## src/rtl/running_mean.sv

```systemverilog
// Moving-average filter over the last 2**LOG2_N unsigned samples.
// The output is the truncated mean of a zero-filled shift-register window.
module running_mean #(
    parameter int DATA_W = 4,
    parameter int LOG2_N = 2
) (
    input  logic              clk,
    input  logic              rst,
    input  logic [DATA_W-1:0] in,
    output logic [DATA_W-1:0] mean
);

    localparam int N     = 1 << LOG2_N;
    localparam int SUM_W = DATA_W + LOG2_N;

    // x[0] is the newest sample, x[N-1] the oldest.
    logic [DATA_W-1:0] x [N];
    logic [SUM_W-1:0]  partial [N+1];
    logic [SUM_W-1:0]  m_tmp;

    always_ff @(posedge clk or negedge rst) begin
        if (!rst) begin
            x[0] <= '0;
        end else begin
            x[0] <= in;
        end
    end

    genvar gi;
    generate
        for (gi = 1; gi < N; gi++) begin : g_shift
            always_ff @(posedge clk or negedge rst) begin
                if (!rst) begin
                    x[gi] <= '0;
                end else begin
                    x[gi] <= x[gi-1];
                end
            end
        end

        // Sum is wide enough that N full-scale samples cannot overflow.
        assign partial[0] = '0;
        for (gi = 0; gi < N; gi++) begin : g_sum
            assign partial[gi+1] = partial[gi] + {{LOG2_N{1'b0}}, x[gi]};
        end
    endgenerate

    assign m_tmp = partial[N];
    assign mean  = DATA_W'(m_tmp >> LOG2_N);

endmodule

```

## config.mk

```make
export PLATFORM = sky130hd
export DESIGN_NAME = running_mean
export DESIGN_NICKNAME = d
export VERILOG_FILES = /design/src/rtl/running_mean.sv
export SDC_FILE = /design/constraint.sdc
export NUM_CORES = 1
export LEC_CHECK = 0
export CORE_MARGIN = 4
export CORE_UTILIZATION = 56
export CTS_CLUSTER_DIAMETER = 50
export DETAILED_ROUTE_END_ITERATION = 16
export MAX_ROUTING_LAYER = met4
export PLACE_DENSITY = 0.8
export SLEW_MARGIN = 40
export SYNTH_ARGS = -nofsm -noshare
export SYNTH_HDL_FRONTEND = slang
export SYNTH_SLANG_ARGS = --single-unit
```

## constraint.sdc

```tcl
create_clock -name clk -period 8.1 [get_ports clk]
set_input_delay 2.43 -clock clk [delete_from_list [all_inputs] [get_ports clk]]
set_output_delay 2.43 -clock clk [all_outputs]
set_load 0.05 [all_outputs]
```

Word-level counts from Yosys, hierarchy flattened
Cells that the tools add are included.
Widths: inputs -> output; s select.
{"block": "classes", "add_sub_neg": 3}
{"operator": "$add 6x4->6", "count": 2}
{"operator": "$add 4x4->5", "count": 1}
{"block": "totals", "input_bits": 6, "out_inout_bits": 4, "regBits": 16}

Logic depth before layout (Yosys ltp)
Gate-level depths: netlist (run 1).
{"block": "depth", "ltp_word": 3, "mapped_depth": 10}

Worst setup path after synthesis (run 1)
OpenSTA, ideal clock, no wires.
{"block": "synth_path", "kind": "flip-flop to output port", "startpoint": "register x[3] (netlist bit)", "endpoint": "output port mean[2]", "t_required_ps": 5670, "path_slack_ps": 3215, "stages_incl_launch_ff": 10, "t_arrival_ps": 2455, "path_cell_list": "dfrtp_1 fa_1 inv_1 fa_1 inv_1 ha_1 and3b_1 a211oi_2 o311ai_1 buf_4"}
{"item": "from (decl)", "line_no": "17", "rtl": "logic [DATA_W-1:0] x [N];"}
{"item": "from (signal, indexed assignment)", "line_no": "36", "rtl": "x[gi] <= x[gi-1];"}
{"item": "to (decl)", "line_no": "10", "rtl": "output logic [DATA_W-1:0] mean"}

Worst setup path after layout (run 1)
{"block": "layout_path", "startpoint": "register x[5] (netlist bit)", "endpoint": "output port mean[3]"}
{"block": "layout_via", "elab_chain_len": 2}
{"item": "$add 6x4->6 (2 in a row)", "line_no": "44", "rtl": "assign partial[gi+1] = partial[gi] + {{LOG2_N{1'b0}}, x[gi]};"}
No other way between the ends.

==> results.json, run 1 <==
{
  "num_rows": 13,
  "cpMostUsedCell": "fa_1",
  "pin_count": 10,
  "grt_max_degree": 17,
  "reg_top3": "x (16)",
  "die_area_mm2": 0.00210,
  "fillers": 98,
  "timing.critical_path.buf_inv": 3,
  "instances_no_fill": 89,
  "hold_buffers": 0,
  "synth-async-reset-ratio_pct": 100,
  "syn_inst": 65,
  "clkSlewWorstSetupHoldPaths_ns": 0.08,
  "largest_reg_flops": 16,
  "synthDistinctLibCells": 17,
  "hold_violations": 0,
  "cp_top_family": "adder cells",
  "synth_largest_area_cell": "dfrtp_1",
  "core_mm2": 0.00132,
  "outcome": "complete, no violations",
  "synth_seq_cells": 16,
  "rsz0062_at_grt": "no",
  "worst-r2r-setup-slack_ns": 7.56,
  "drtIter0Drc": 1,
  "dpl.hpwl_um": 843,
  "cts_root_buffer": "clkbuf_4",
  "setup_viol": 0,
  "diodes": 0,
  "syn_area_um2": 802,
  "crit_type": "reg2out",
  "wirelength_um": 949,
  "numCtsBuffers": 3,
  "die_w_um": 45.8,
  "top_register": "x",
  "cp.depth": 10,
  "cts_buffer_depth": 2,
  "min_path_type": "reg2reg",
  "post-route-util_pct": 69.6,
  "max-cap-violations": 0,
  "grt_first_pass_wirelength_um": 1900,
  "synth_warnings": 0,
  "fin_tns_setup_ns": 0,
  "cp_slowest_cell": "clkdlybuf4s50_1",
  "syn_avg_cell_area_um2": 12.3,
  "place_congestion": 0.748,
  "worstMarginPinSlew_ns": 0.636,
  "synth_area_leaders": "dfrtp_1 (50%), fa_1 (20%), inv_1 (9.8%), ha_1 (4.7%), buf_4 (3.7%)",
  "crit_path_start": "x[5]$_DFF_PN0_",
  "vias": 424,
  "finalCritPeriodShare_pct": 71.3,
  "r2r-end": "x[9]$_DFF_PN0_",
  "area_growth_pct": 14.4,
  "max-slew-margin-rel_pct": 57.5,
  "dp_cells": 85,
  "synth_fp_nets": 82,
  "cts_tree": "done",
  "yosysSeqAreaShare_pct": 49.9,
  "start_util_pct": 60.9,
  "critPathLaunchType": "register",
  "grt_usage_pct": 13.7,
  "path_max_fanout": 2,
  "fmax_mhz": 173,
  "power.density_mw_per_mm2": 265,
  "yosys-top-cells-count": "inv_1 (21), dfrtp_1 (16), fa_1 (8)",
  "ff2ff_path_depth": 0,
  "grt_pass1_vias": 457,
  "nets": 92,
  "cts_htree_levels": 1,
  "final_cell_area_um2": 917,
  "end_kind": "output pin",
  "path_cells": "inv_1 > fa_1 > inv_1 > fa_1 > nand3b_1 > fa_1 > nor2b_1 > o21ai_0 > nand2b_1 > clkdlybuf4s50_1",
  "period_needed_ns": 5.77,
  "routed_via_density": 4.76,
  "wl_per_cell_um": 10.7,
  "fp.dieH_um": 45.8,
  "yosysMostFrequentCell": "inv_1",
  "skew_ns": 0.00301,
  "post_cts_resized": 0,
  "critPathMaxStageDelay_ns": 0.80,
  "drv_slew": 0,
  "worstPathArrival_ns": 3.34,
  "grt-ovfl-total": 0,
  "worstReg2RegStart": "x[13]$_DFF_PN0_",
  "wl_met3_um": 38,
  "firstDrtPassIters": 2,
  "worstSetupEndpoint": "mean[3]",
  "synth_top_area_share_pct": 49.9,
  "antenna_found_initial": 0,
  "cp.required_ns": 5.67,
  "met2_length_um": 481,
  "postRouteAntennaNets": 0,
  "drc": 0,
  "wl_met1_um": 391,
  "post_cts_buffers": 0,
  "regArea_um2": 400,
  "synth_edf_count": 0,
  "cts.sinks": 16,
  "multi_input_area_um2": 293,
  "numPortBuffers": 9,
  "place_area_um2": 881,
  "ir_drop_mv": 0.174,
  "clk_latency_ns": 0.27,
  "drive_gt1_share_pct": 8.11,
  "leakage_nw": 0.468,
  "ys.flop_type": "dfrtp_1",
  "maxUsedRoutingLayer": "met4"
}
[power breakdown]
part / switching (mW) / total, mW / internal [mW]
clock: 0.0217 / 0.0491 / 0.0273
combinational: 0.0666 / 0.108 / 0.0415
sequential: 0.00238 / 0.0862 / 0.0839
[per-layer routing]
layer / global-route usage [%] / vias to the layer above
met1: 16.2 / 210
met2: 21.4 / 9
li1: - / 201
met5: - / -
met4: 10.2 / 0
met3: 1.19 / 4
[worst min-delay path by stage]
stage,start,endpoint,slack (ns),cells past startpoint
6_report,x[15]$_DFF_PN0_,x[11]$_DFF_PN0_,0.38,0
5_1_grt,x[8]$_DFF_PN0_,x[4]$_DFF_PN0_,0.40,0
4_1_cts,x[15]$_DFF_PN0_,x[11]$_DFF_PN0_,0.38,0
3_5_place_dp,x[15]$_DFF_PN0_,x[11]$_DFF_PN0_,0.36,0
3_3_place_gp,x[6]$_DFF_PN0_,x[2]$_DFF_PN0_,0.36,0
2_1_floorplan,x[4]$_DFF_PN0_,x[0]$_DFF_PN0_,0.35,0
[layout make-up]
| cell class | count | share of cell area (%) |
|---|---|---|
| clock buffers | 4 | 3.96 |
| well taps | 15 | 2.05 |
| flip-flops and latches | 16 | 43.7 |
| inverters | 21 | 8.59 |
| multi-input cells | 24 | 31.9 |
| repair buffers | 9 | 9.82 |
[stage by stage]
stage          hold WS (ns)  power, mW  worst slack (ns)
2_1_floorplan         0.354      0.181              3.22
3_3_place_gp          0.358      0.194              2.65
3_5_place_dp          0.361      0.198              2.61
4_1_cts               0.380      0.247              2.29
5_1_grt               0.397      0.260              2.10
6_report              0.377      0.243              2.33
[cells in the final DEF, fill, tap and decap left out, drive strengths merged]
cell type | synthesis | final
fa | 8 | 8
dfrtp | 16 | 16
nand3b | 1 | 1
nand2b | 1 | 1
and2b | 1 | 1
nand3 | 1 | 1
ha | 3 | 3
and3b | 1 | 1
inv | 21 | 21
nor2 | 2 | 2
o21ai | 1 | 1
nand4b | 1 | 1
nor2b | 1 | 1
o311ai | 1 | 1
clkdlybuf4s50 | 0 | 9
clkbuf | 0 | 4
a211oi | 1 | 1
xnor2 | 1 | 1
[cells by family (layout without fill, tap and decap cells)]
logic type                 Yosys count  in the layout  share of synthesized area, %
adders and majority gates           11             11                          24.6
DFF                                 16             16                          49.9
xor gates and xnor gates             1              1                          1.09
and+or+nand+nor                      9              9                          7.49
buffers and inverters               25             34                          13.6
AOI/OAI and AO/OA                    3              3                          3.28
Power figures use the tool's default switching activity.
==> inputs of run 2 (changes only) <==
--- a/config.mk
+++ b/config.mk
@@ -6,11 +6,11 @@
 export NUM_CORES = 1
 export LEC_CHECK = 0
 export CORE_MARGIN = 4
-export CORE_UTILIZATION = 56
+export CORE_UTILIZATION = 47
 export CTS_CLUSTER_DIAMETER = 50
 export DETAILED_ROUTE_END_ITERATION = 16
 export MAX_ROUTING_LAYER = met4
-export PLACE_DENSITY = 0.8
+export PLACE_DENSITY = 0.72
 export SLEW_MARGIN = 40
 export SYNTH_ARGS = -nofsm -noshare
 export SYNTH_HDL_FRONTEND = slang
==> constraint.sdc (replaced) <==
create_clock -name clk -period 4.8 [get_ports clk]
set_input_delay 1.44 -clock clk [delete_from_list [all_inputs] [get_ports clk]]
set_output_delay 1.44 -clock clk [all_outputs]
set_load 0.05 [all_outputs]
==> results.json, run 2 (synthesis results as in run 1) <==
{
  "wirelength_um": 965,
  "skew_ns": 0.00153,
  "place_area_um2": 880,
  "power.density_mw_per_mm2": 442,
  "setup_viol": 0,
  "grt_use_met1_pct": 11.2,
  "fillers": 134,
  "max-slew-margin-rel_pct": 55.4,
  "numPortBuffers": 9,
  "path_max_fanout": 2,
  "grt_max_degree": 17,
  "top_register": "x",
  "mostFrequentLayoutCell": "inv_1",
  "worstPathArrival_ns": 3.11,
  "crit_type": "reg2out",
  "met2_usage_pct": 15.2,
  "largest_reg_flops": 16,
  "grt_first_pass_wirelength_um": 1700,
  "cts_buffer_depth": 2,
  "cts_htree_levels": 1,
  "period_needed_ns": 4.55,
  "core_mm2": 0.00156,
  "grt_pass1_vias": 431,
  "drive_gt1_share_pct": 9.46,
  "outcome": "complete, no violations",
  "worst-r2r-setup-slack_ns": 4.26,
  "nets": 92,
  "numCtsBuffers": 3,
  "grt_usage_pct": 9.56,
  "reg_top3": "x (16)",
  "final_cell_area_um2": 917,
  "busiest_layer": "met2",
  "fmax_mhz": 220,
  "setup_ws_ns": 0.252,
  "place_congestion": 0.662,
  "clk_latency_ns": 0.27,
  "max-cap-violations": 0,
  "num_rows": 14,
  "cp.required_ns": 3.36,
  "regArea_um2": 400,
  "end_kind": "output pin",
  "ir_drop_mv": 0.264,
  "die_w_um": 49.3,
  "drv_slew": 0,
  "wl_per_cell_um": 10.7,
  "die_area_mm2": 0.00243,
  "grt-ovfl-total": 0,
  "rsz0062_at_grt": "no",
  "cts.sinks": 16,
  "multi_input_area_um2": 293,
  "mostFrequentLayoutCells": "inv_1 (21), dfrtp_1 (16), fa_1 (8)",
  "dp_slack_ns": 0.309,
  "clkSlewWorstSetupHoldPaths_ns": 0.08,
  "routed_via_density": 4.90,
  "cts_tree": "done",
  "area_growth_pct": 14.4,
  "diodes": 0,
  "met3_usage_pct": 1.83,
  "fp.dieH_um": 49.3,
  "cts_root_buffer": "clkbuf_4",
  "antenna_found_initial": 0,
  "dp_cells": 86,
  "drc": 0,
  "dpl.hpwl_um": 810,
  "critPathLaunchType": "register",
  "leakage_nw": 0.479,
  "postRouteAntennaNets": 0,
  "instances_no_fill": 90,
  "start_util_pct": 51.4,
  "fin_tns_setup_ns": 0,
  "pin_count": 10,
  "hold_violations": 0,
  "drtIter0Drc": 2,
  "min_path_type": "reg2reg",
  "worstMarginPinSlew_ns": 0.668,
  "vias": 441,
  "firstDrtPassIters": 4,
  "finalCritPeriodShare_pct": 94.7
}
run 2: cell types whose count changed in the layout (fill, tap and decap cells not counted):
| cell | before | now |
|---|---|---|
| clkdlybuf4s50_1 | 9 | 6 |
| buf_4 | 0 | 1 |
| dlygate4sd2_1 | 0 | 1 |
| dlymetal6s2s_1 | 0 | 1 |
run 2: repair_timing:
item                       in CTS  in global routing
pin swaps                       0                  0
hold buffers                    0                  0
gates resized for setup         1                  1
buffers inserted                0                  0
setup endpoints to repair       1                  1
run 2: cell type report:
class,count,area share [%]
well taps,16,2.18
inverters,21,8.59
clock buffers,4,3.96
repair buffers,9,9.69
flip-flops and latches,16,43.7
multi-input cells,24,31.9
run 2: stage by stage:
stage | power (mW) | hold WS [ns] | utilization, %
2_1_floorplan | 0.305 | 0.354 | -
4_1_cts | 0.412 | 0.382 | 58.7
6_report | 0.405 | 0.379 | 58.8
3_5_place_dp | 0.332 | 0.362 | 56.4
3_3_place_gp | 0.327 | 0.358 | 56.4
5_1_grt | 0.433 | 0.388 | 58.8
run 2: layer usage:
metal / up-vias / part of all wire [%]
met3: 2 / 2.7
met5: - / 0
met4: 0 / 1.2
li1: 204 / -
met1: 228 / 45
met2: 7 / 51
run 2: worst paths after layout:
kind / from / to / depth (start not counted)
hold reg to reg: x[15]$_DFF_PN0_ / x[11]$_DFF_PN0_ / 0
setup / recovery: x[1]$_DFF_PN0_ / mean[0] / 8
min in group asynchronous: rst / x[13]$_DFF_PN0_ / 1
hold / removal: x[15]$_DFF_PN0_ / x[11]$_DFF_PN0_ / 0
max in group asynchronous: rst / x[11]$_DFF_PN0_ / 1
setup reg to reg: x[13]$_DFF_PN0_ / x[9]$_DFF_PN0_ / 0
run 2: where the power goes:
group,switching (mW),internal (mW)
clock,0.0366,0.0460
sequential,0.00383,0.142
combinational,0.112,0.0653
run 2: worst max-delay path, stage by stage, from the launching register on:
cell and delay (ns):
dfrtp_1 0.33, inv_1 0.05, fa_1 0.52, inv_1 0.05, fa_1 0.52, nand3b_1 0.10
fa_1 0.43, inv_1 0.06, clkdlybuf4s50_1 0.79
==> inputs of run 3 (changes only) <==
--- a/config.mk
+++ b/config.mk
@@ -9,8 +9,10 @@
 export CORE_UTILIZATION = 47
 export CTS_CLUSTER_DIAMETER = 50
 export DETAILED_ROUTE_END_ITERATION = 16
+export GPL_ROUTABILITY_DRIVEN = 0
 export MAX_ROUTING_LAYER = met4
 export PLACE_DENSITY = 0.72
+export SKIP_CTS_REPAIR_TIMING = 1
 export SLEW_MARGIN = 40
 export SYNTH_ARGS = -nofsm -noshare
 export SYNTH_HDL_FRONTEND = slang
==> results.json, run 3 (synthesis results as in run 1) <==
{
  "cts_tree": "done",
  "postRouteAntennaNets": 0,
  "grt_usage_pct": 9.56,
  "cp_slowest_cell": "clkdlybuf4s50_1",
  "cts_htree_levels": 1,
  "grt-ovfl-total": 0,
  "outcome": "complete, no violations",
  "setup_ws_ns": 0.252,
  "reg_top3": "x (16)",
  "vias": 441,
  "drv_slew": 0,
  "dp_slack_ns": 0.309,
  "period_needed_ns": 4.55,
  "wl_per_cell_um": 10.7,
  "switchingPower_mw": 0.153,
  "setup_viol": 0,
  "clk_latency_ns": 0.27,
  "critPathMaxStageDelay_ns": 0.79,
  "dp_cells": 86,
  "pin_count": 10,
  "p_sw_share_pct": 37.4,
  "nets": 92,
  "power.internal_mw": 0.256,
  "drtIter0Drc": 2,
  "pwr-share-comb_pct": 44.1,
  "diodes": 0,
  "clkSlewWorstSetupHoldPaths_ns": 0.08,
  "core_mm2": 0.00156,
  "fmax_mhz": 220,
  "worstPathArrival_ns": 3.11,
  "busiest_layer": "met2",
  "fp.dieH_um": 49.3,
  "hold_violations": 0,
  "place_area_um2": 880,
  "instances_no_fill": 90,
  "min_path_type": "reg2reg",
  "cts.sinks": 16,
  "p_clk_share_pct": 20.2,
  "drive_gt1_share_pct": 9.46,
  "start_util_pct": 51.4,
  "grt_max_degree": 17,
  "path_cells": "inv_1 > fa_1 > inv_1 > fa_1 > nand3b_1 > fa_1 > inv_1 > clkdlybuf4s50_1",
  "post-route-util_pct": 59.1,
  "power.density_mw_per_mm2": 443,
  "worstMarginPinSlew_ns": 0.668,
  "top_register": "x",
  "routed_via_density": 4.90,
  "numCtsBuffers": 3,
  "finalCritPeriodShare_pct": 94.7,
  "grt_first_pass_wirelength_um": 1700,
  "ir_drop_mv": 0.264,
  "cts_root_buffer": "clkbuf_4",
  "rsz0062_at_grt": "no",
  "fin_tns_setup_ns": 0,
  "num_rows": 14,
  "antenna_found_initial": 0,
  "cp.required_ns": 3.36,
  "grt_use_met1_pct": 11.2,
  "mostFrequentLayoutCells": "inv_1 (21), dfrtp_1 (16), fa_1 (8)",
  "wirelength_um": 967,
  "crit_type": "reg2out",
  "pwr-share-seq_pct": 35.6,
  "met3_usage_pct": 1.83,
  "dpl.hpwl_um": 810,
  "power_mw": 0.408,
  "drc": 0,
  "end_kind": "output pin",
  "final_cell_area_um2": 921,
  "numPortBuffers": 9,
  "path_max_fanout": 2,
  "skew_ns": 0.00153,
  "firstDrtPassIters": 4,
  "whs_ns": 0.379,
  "met2_usage_pct": 15.2,
  "critPathLaunchType": "register",
  "die_w_um": 49.3,
  "cts_buffer_depth": 2,
  "die_area_mm2": 0.00243,
  "max-cap-violations": 0,
  "largest_reg_flops": 16,
  "grt_pass1_vias": 431,
  "max-slew-margin-rel_pct": 55.4,
  "area_growth_pct": 14.8,
  "leakage_nw": 0.487,
  "mostFrequentLayoutCell": "inv_1"
}
run 3: changes by cell type in the layout (fill, tap and decap cells not counted):
cell,previous run,this run
dlymetal6s2s_1,1,2
dlygate4sd2_1,1,0
run 3: power groups by stage:
stage / registers [mW] / clock network [mW] / logic [mW]
2_1_floorplan: 0.147 / 0 / 0.158
3_3_place_gp: 0.148 / 0 / 0.180
3_5_place_dp: 0.148 / 0 / 0.184
4_1_cts: 0.145 / 0.0862 / 0.184
5_1_grt: 0.146 / 0.0925 / 0.197
6_report: 0.145 / 0.0826 / 0.180
run 3: critical path: cells and delay by family, from the launching register on:
family,cells,cell delay (ns)
flip-flops,1,0.33
AND/OR/NAND/NOR,1,0.10
adder cells (fa/ha/maj),3,1.47
buffers and inverters,4,0.95
run 3: final cells by class:
cell class,count,area (um2)
well taps,16,20.0
flip-flops and latches,16,400
multi-input cells,24,293
fillers,133,638
clock buffers,4,36.3
repair buffers,9,92.6
inverters,21,78.8
run 3: layer usage:
metal / up-vias / share of wire (%)
met3: 2 / 2.7
met1: 228 / 45
li1: 204 / -
met4: 0 / 1.2
met2: 7 / 51
met5: - / 0
run 3: path summary, 6_finish.rpt:
kind	start	endpoint	slack (ns)	cells after the start
worst max-delay path	x[1]$_DFF_PN0_	mean[0]	0.25	8
worst min-delay path	x[15]$_DFF_PN0_	x[11]$_DFF_PN0_	0.38	0
worst max register to register	x[13]$_DFF_PN0_	x[9]$_DFF_PN0_	4.26	0
worst min register to register	x[15]$_DFF_PN0_	x[11]$_DFF_PN0_	0.38	0
max in group asynchronous	rst	x[11]$_DFF_PN0_	2.81	1
min in group asynchronous	rst	x[13]$_DFF_PN0_	1.57	1
